File: src/rtl/fetch_unit.sv
// Instruction fetch/sequencing stage: loadable instruction memory, PC, and registered instruction fields.
module fetch_unit #(
  parameter int unsigned DEPTH = 16,
  parameter int unsigned PC_W  = 4
) (
  input  logic            clk,
  input  logic            reset,
  input  logic            load_en,
  input  logic [PC_W-1:0] load_addr,
  input  logic [15:0]     load_data,
  input  logic            start,
  input  logic            stall,
  input  logic            branch,
  input  logic            zero,
  output logic [3:0]      opcode,
  output logic [3:0]      rd,
  output logic [3:0]      rs,
  output logic [3:0]      imm,
  output logic [PC_W-1:0] pc,
  output logic            instr_valid,
  output logic            halted,
  output logic [15:0]     instr_count
);

  typedef enum logic [1:0] {IDLE, RUN, HALT} state_t;

  state_t          state_q, state_d;
  logic [15:0]     mem [DEPTH];
  logic [PC_W-1:0] pc_q, pc_d, pc_next, imm_ext;
  logic [15:0]     ir_q, ir_d;
  logic            valid_q, valid_d;
  logic            halted_q, halted_d;
  logic [15:0]     count_q, count_d;
  logic            mem_we;
  logic            go_run;

  // Sign-extend the 4-bit immediate to PC width, or truncate when the PC is narrower.
  if (PC_W > 4) begin : g_imm_wide
    assign imm_ext = {{(PC_W-4){ir_q[3]}}, ir_q[3:0]};
  end else begin : g_imm_narrow
    assign imm_ext = ir_q[PC_W-1:0];
  end

  always_comb begin
    pc_next = (branch & zero) ? pc_q + imm_ext : pc_q + PC_W'(1);
  end

  always_comb begin
    state_d  = state_q;
    pc_d     = pc_q;
    ir_d     = ir_q;
    valid_d  = valid_q;
    halted_d = halted_q;
    count_d  = count_q;
    mem_we   = 1'b0;
    go_run   = 1'b0;

    case (state_q)
      IDLE: begin
        if (load_en) begin
          mem_we = 1'b1;
        end else if (start) begin
          go_run = 1'b1;
        end
      end
      RUN: begin
        if (!stall) begin
          count_d = count_q + 16'd1;
          if (ir_q[15:12] == 4'hF) begin
            state_d  = HALT;
            valid_d  = 1'b0;
            halted_d = 1'b1;
          end else begin
            pc_d = pc_next;
            ir_d = mem[pc_next];
          end
        end
      end
      HALT: begin
        go_run = start;
      end
      default: state_d = IDLE;
    endcase

    if (go_run) begin
      state_d  = RUN;
      pc_d     = '0;
      ir_d     = mem[0];
      valid_d  = 1'b1;
      halted_d = 1'b0;
      count_d  = '0;
    end
  end

  always_ff @(posedge clk) begin
    if (mem_we) begin
      mem[load_addr] <= load_data;
    end
  end

  always_ff @(posedge clk or posedge reset) begin
    if (reset) begin
      state_q  <= IDLE;
      pc_q     <= '0;
      ir_q     <= '0;
      valid_q  <= 1'b0;
      halted_q <= 1'b0;
      count_q  <= '0;
    end else begin
      state_q  <= state_d;
      pc_q     <= pc_d;
      ir_q     <= ir_d;
      valid_q  <= valid_d;
      halted_q <= halted_d;
      count_q  <= count_d;
    end
  end

  assign opcode      = ir_q[15:12];
  assign rd          = ir_q[11:8];
  assign rs          = ir_q[7:4];
  assign imm         = ir_q[3:0];
  assign pc          = pc_q;
  assign instr_valid = valid_q;
  assign halted      = halted_q;
  assign instr_count = count_q;

endmodule

File: config.mk
export PLATFORM = sky130hd
export DESIGN_NAME = fetch_unit
export DESIGN_NICKNAME = d
export VERILOG_FILES = /design/src/rtl/fetch_unit.sv
export SDC_FILE = /design/constraint.sdc
export NUM_CORES = 1
export LEC_CHECK = 0
export ABC_AREA = 1
export ABC_CLOCK_PERIOD_IN_PS = 4840
export CORE_ASPECT_RATIO = 0.6
export CORE_MARGIN = 8
export CORE_UTILIZATION = 55
export CTS_BUF_LIST = sky130_fd_sc_hd__clkbuf_2
export DETAILED_ROUTE_END_ITERATION = 8
export GPL_TIMING_DRIVEN = 0
export MAX_ROUTING_LAYER = met4
export PLACE_DENSITY = 0.74
export SLEW_MARGIN = 20
export SYNTH_ARGS = -nofsm -noshare
export SYNTH_HDL_FRONTEND = slang
export SYNTH_SLANG_ARGS = --single-unit
File: constraint.sdc
create_clock -name clk -period 4.84 [get_ports clk]
set_input_delay 0.968 -clock clk [delete_from_list [all_inputs] [get_ports clk]]
set_output_delay 0.968 -clock clk [all_outputs]
set_load 0.02 [all_outputs]
==> results of run 1 <==
## power breakdown
group / total (W) / switching, W / internal [W]
sequential: 0.00306 / 0.000134 / 0.00292
clock: 0.00165 / 0.000982 / 0.000669
combinational: 0.00469 / 0.00325 / 0.00144
## per-layer routing
layer | wire length (µm) | global-route usage (%) | vias to the layer above
li1 | - | - | 4900
met1 | 15600 | 35.8 | 4880
met2 | 15300 | 35.3 | 579
met3 | 5320 | 8.46 | 73
met4 | 718 | 7.64 | 0
met5 | 0 | - | -
## cell usage after synthesis, types with 2 or more instances
cell type / count / area share [%]
nor2_1: 40 / 1.1
nand2_1: 546 / 15
inv_1: 283 / 7.8
edfxtp_1: 256 / 57
clkbuf_1: 5 / 0.14
o21ai_0: 25 / 0.92
buf_4: 11 / 0.61
a21oi_1: 7 / 0.26
buf_6: 2 / 0.17
nand3_1: 153 / 5.6
nor3_1: 9 / 0.33
o22ai_1: 4 / 0.18
dfrtp_1: 40 / 7.4
ha_1: 4 / 0.37
nand4_1: 10 / 0.46
buf_2: 38 / 1.4
inv_2: 3 / 0.083
and3_1: 3 / 0.14
buf_1: 3 / 0.083
## critical path: stages
cell	delay, ns
clkdlybuf4s50_1	0.54
nand3_1	0.15
ha_1	0.25
fa_1	0.55
buf_2	0.29
buf_1	0.48
nand3_1	0.20
nand2_1	0.12
nand2_1	0.06
nand2_1	0.06
nand2_1	0.05
nand2_1	0.07
nand2_1	0.06
nand2_1	0.06
## stage by stage
step | cells | cell area (µm²)
floorplan | 1457 | 13600
global placement | 1843 | 14600
detailed placement | 1856 | 14900
CTS | 1971 | 15500
global route | 1972 | 15500
finish | 1972 | 15500
## cell families after synthesis
| logic type | Yosys count | synth area share, % |
|---|---|---|
| compound gates | 42 | 1.72 |
| xor+xnor | 2 | 0.185 |
| buf+inv | 346 | 10.4 |
| fa+ha+maj | 5 | 0.517 |
| flops | 296 | 64.1 |
| simple gates | 766 | 23.1 |
## layout make-up
class / instances / area, µm² / area share [%]
antenna: 1 / 2.50 / 0.0162
buffer: 59 / 325 / 2.10
clock buffer: 105 / 526 / 3.40
clock inverter: 10 / 90.1 / 0.582
inverter: 287 / 1080 / 6.98
multi-input combinational: 815 / 3520 / 22.8
sequential: 296 / 8690 / 56.2
tap: 322 / 403 / 2.60
timing repair buffer: 77 / 833 / 5.39
## flip-flops by register name, indices dropped and copies added (netlist names)
signal / count
halted: 1
instr_count: 16
instr_valid: 1
ir_q: 16
mem: 256
pc: 4
state_q: 2
## worst min-delay path by stage
| stage | to | startpoint | slack, ns |
|---|---|---|---|
| after floorplan | state_q[1] | state_q[0] | 0.48 |
| after global placement | instr_valid | instr_valid | 0.46 |
| after detailed placement | instr_valid | instr_valid | 0.46 |
| after CTS | ir_q[3] | reset | 0.39 |
| after global routing | ir_q[3] | reset | 0.46 |
| final | ir_q[3] | reset | 0.44 |
==> impl_metrics.py, run 1 <==
metrics = {
    "drt": {
        "vias": 10400,
        "viasPerCell": 5.29,
        "ant_nets": 0,
        "drt_first_pass_iters": 6,
        "wirelength_um": 37000,
        "avgRoutedWirePerCell_um": 18.8,
        "drcViolationCount": 0,
        "first_iter_violations": 1300,
    },
    "clock_tree": {
        "clk_pin_slew_ns": 0.14,
        "cts_setup_buffers": 0,
        "ctsHoldBuffers": 0,
        "cts_resized": 0,
        "ctsHtreeMaxLevel": 3,
        "clock_latency_ns": 0.91,
        "numClockSinks": 296,
        "cts_buffers": 67,
        "cts_tree": "done",
        "cts_buffer_depth": 3,
        "clockRootBuffer": "clkbuf_2",
    },
    "setup_path": {
        "worst_ep_arrival_time_ns": 3.91,
        "worstReg2RegEnd": "ir_q[2]",
        "endpoint_kind": "flop",
        "path_class": "input port to flop",
        "cp-endpoint": "ir_q[2]",
        "crit_start": "zero",
        "worstRegToRegCells": 14,
        "start_kind": "input port",
        "r2r-start": "ir_q[0]",
        "path_max_fanout": 10,
        "ff2ff_setup_slack_ns": 1.89,
        "critPathRequiredTime_ns": 5.65,
    },
    "sta": {
        "hold_viol_final": 0,
        "hold_ws_ns": 0.437,
        "setup_ws_ns": 1.74,
        "post-route-period-util_pct": 64.1,
        "worstMarginPinSlew_ns": 0.919,
        "finalClockSkew_ns": 0.0664,
        "finalSetupViolations": 0,
        "slew_headroom_pct": 38.7,
        "period_needed_ns": 3.10,
        "final.setup.tns_ns": 0,
        "drv_slew": 0,
        "max_freq_mhz": 322,
        "rsz0062_at_grt": "no",
    },
    "yosys": {
        "synth_area_um2": 13600,
        "synth-seq-cells": 296,
        "ys.flop_type": "edfxtp_1",
        "synth_nets": 1489,
        "yosys_warnings": 0,
        "ys_async_sr_fraction_pct": 13.5,
        "syn-mean-instance-area_um2": 9.31,
        "ys_types": 34,
        "synth_edf_count": 256,
        "postSynthCellCount": 1457,
        "synth.yosys.seq_area_share_pct": 64.1,
    },
    "floorplanning": {
        "ioPinCount": 65,
        "start_util_pct": 56.0,
        "core_um2": 24200,
        "die_w_um": 219,
        "die_area_um2": 30100,
        "rows": 44,
        "dieHeight_um": 138,
    },
    "global_routing": {
        "gr-total-overflow": 0,
        "grt_start_max_net_pins": 23,
        "grt_pass1_wl_um": 56100,
        "grtUsageTotal_pct": 25.7,
        "antenna_found_initial": 2,
        "grt_pass1_vias": 10000,
    },
    "final_layout": {
        "final_nets": 1635,
        "drive_gt1_share_pct": 12.2,
        "mostFrequentLayoutCells": "nand2_1, inv_1, edfxtp_1, nand3_1, clkbuf_2",
        "area_growth_pct": 14.1,
        "fillCellCount": 1982,
        "mostFrequentLayoutCell": "nand2_1",
        "utilization_pct": 63.9,
    },
    "placement": {
        "place_hpwl_um": 26000,
        "place_congestion": 0.958,
        "pre_cts_ws_ns": 0.906,
        "portBuffers": 64,
    },
    "status": {
        "status": "finished, final reports clean",
    },
    "worst_hold_path": {
        "hp-class": "input port to asynchronous set/reset pin",
    },
    "flow_run": {
        "cap_violations": 0,
    },
    "power_and_ir_drop": {
        "p_per_area_nw_per_um2": 607,
        "p_leak_nw": 7.27,
        "irDropWorstVdd_mv": 0.286,
        "total_power_w": 0.00940,
    },
}
Power figures use the tool's default switching activity.
==> run 2, diff against run 1 <==
--- a/config.mk
+++ b/config.mk
@@ -6,7 +6,7 @@
 export NUM_CORES = 1
 export LEC_CHECK = 0
 export ABC_AREA = 1
-export ABC_CLOCK_PERIOD_IN_PS = 4840
+export ABC_CLOCK_PERIOD_IN_PS = 3100
 export CORE_ASPECT_RATIO = 0.6
 export CORE_MARGIN = 8
 export CORE_UTILIZATION = 55
==> constraint.sdc (replaced) <==
create_clock -name clk -period 3.1 [get_ports clk]
set_input_delay 0.62 -clock clk [delete_from_list [all_inputs] [get_ports clk]]
set_output_delay 0.62 -clock clk [all_outputs]
set_load 0.02 [all_outputs]
==> impl_metrics.py, run 2 (synthesis gave the netlist of run 1 again) <==
metrics = {
    "global_routing": {
        "grt_start_max_net_pins": 23,
        "antenna_found_initial": 2,
        "grtUsageTotal_pct": 25.7,
        "gr-total-overflow": 0,
        "grt_pass1_vias": 10000,
        "grt_pass1_wl_um": 56100,
    },
    "clock_tree": {
        "clk_pin_slew_ns": 0.14,
        "numClockSinks": 296,
        "cts_setup_buffers": 0,
        "cts_resized": 0,
        "clock_latency_ns": 0.91,
        "clockRootBuffer": "clkbuf_2",
        "cts_buffers": 67,
        "cts_buffer_depth": 3,
        "cts_tree": "done",
        "ctsHoldBuffers": 0,
        "ctsHtreeMaxLevel": 3,
    },
    "final_layout": {
        "final_nets": 1635,
        "drive_gt1_share_pct": 12.3,
        "mostFrequentLayoutCells": "nand2_1, inv_1, edfxtp_1, nand3_1, clkbuf_2",
        "multi_input_area_um2": 3520,
        "top_register": "mem",
        "largest_reg_flops": 256,
        "utilization_pct": 63.9,
        "regArea_um2": 8690,
        "design_area_um2": 15500,
        "area_growth_pct": 14.1,
        "mostFrequentLayoutCell": "nand2_1",
        "fillCellCount": 1981,
    },
    "flow_run": {
        "cap_violations": 0,
    },
    "setup_path": {
        "critPathRequiredTime_ns": 3.89,
        "cp_num_buf_inv": 4,
        "worst_ep_arrival_time_ns": 3.69,
        "max_stage_delay_ns": 0.50,
        "cp_common_cell": "nand3_1",
        "ff2ff_setup_slack_ns": 0.20,
        "worstReg2RegEnd": "ir_q[12]",
        "crit_family": "buffers and inverters",
        "r2r-start": "ir_q[0]",
        "cp_cell_sequence": "inv_1 -> nand3_1 -> ha_1 -> fa_1 -> inv_1 -> buf_4 -> clkbuf_1 -> nand3_1 -> nand2_1 -> nand2_1 -> nand3_1 -> nand3_1 -> nand2_1",
        "cpMaxStageDelayCell": "fa_1",
        "worstRegToRegCells": 13,
        "endpoint_kind": "flop",
        "path_class": "flop to flop",
        "start_kind": "flop",
        "path_max_fanout": 10,
    },
    "sta": {
        "hold_ws_ns": 0.0921,
        "period_needed_ns": 2.90,
        "drv_slew": 0,
        "finalSetupViolations": 0,
        "rsz0062_at_grt": "no",
        "hold_viol_final": 0,
        "slew_headroom_pct": 38.2,
        "post-route-period-util_pct": 93.6,
        "finalClockSkew_ns": 0.0671,
        "max_freq_mhz": 344,
        "worstMarginPinSlew_ns": 0.926,
    },
    "floorplanning": {
        "start_util_pct": 56.0,
        "die_w_um": 219,
        "rows": 44,
        "core_um2": 24200,
        "dieHeight_um": 138,
        "ioPinCount": 65,
        "die_area_um2": 30100,
    },
    "placement": {
        "place_hpwl_um": 26000,
        "portBuffers": 64,
        "place_congestion": 0.958,
        "dpl_cell_area_um2": 14900,
    },
    "power_and_ir_drop": {
        "p_per_area_nw_per_um2": 948,
        "irDropWorstVdd_mv": 0.445,
        "p_leak_nw": 7.28,
    },
    "drt": {
        "vias": 10400,
        "avgRoutedWirePerCell_um": 18.8,
        "drcViolationCount": 0,
        "ant_nets": 0,
        "viasPerCell": 5.29,
        "first_iter_violations": 1300,
        "wirelength_um": 37000,
        "drt_first_pass_iters": 5,
    },
    "status": {
        "status": "finished, final reports clean",
    },
    "worst_hold_path": {
        "hp-class": "input port to asynchronous set/reset pin",
    },
}
-- run 2: area by class of cell --
class	instances	area share, %
clock buffers	105	3.40
multi-input cells	815	22.8
diodes	1	0.0162
repair buffers	77	5.39
plain buffers	59	2.12
clock inverters	10	0.582
flip-flops and latches	296	56.2
well taps	322	2.60
inverters	287	6.98
-- run 2: metrics by stage --
| stage | setup WS, ns | setup TNS [ns] | power [W] | instances |
|---|---|---|---|---|
| global placement | -0.661 | -107.47 | 0.0118 | 1843 |
| global route | 0.0457 | 0 | 0.0156 | 1972 |
| detailed placement | -0.486 | -6.57 | 0.0120 | 1856 |
| floorplan | 0.747 | 0 | 0.00932 | 1457 |
| CTS | 0.146 | 0 | 0.0145 | 1971 |
| finish | 0.197 | 0 | 0.0147 | 1972 |
-- run 2: per-layer routing --
layer	track usage, %	up-vias	routed length (µm)
met4	7.64	0	715
li1	-	4896	-
met2	35.3	563	15400
met3	8.46	64	5090
met1	35.8	4906	15800
met5	-	-	0
-- run 2: worst max-delay path by stage --
stage | start | to | slack [ns] | cells past startpoint
floorplan | branch | ir_q[13] | 0.75 | 13
global placement | load_en | mem[3][15] | -0.66 | 5
detailed placement | zero | ir_q[3] | -0.49 | 14
CTS | ir_q[0] | ir_q[5] | 0.15 | 14
global route | ir_q[0] | ir_q[1] | 0.05 | 14
finish | ir_q[0] | ir_q[12] | 0.20 | 13
-- run 2: power by group --
group | leakage, nW | total, W | switching (W) | internal [W]
Clock | 0.485 | 0.00258 | 0.00153 | 0.00104
Combinational | 3.98 | 0.00732 | 0.00506 | 0.00226
Sequential | 2.81 | 0.00477 | 0.000208 | 0.00456
Total | 7.28 | 0.0147 | 0.00680 | 0.00787
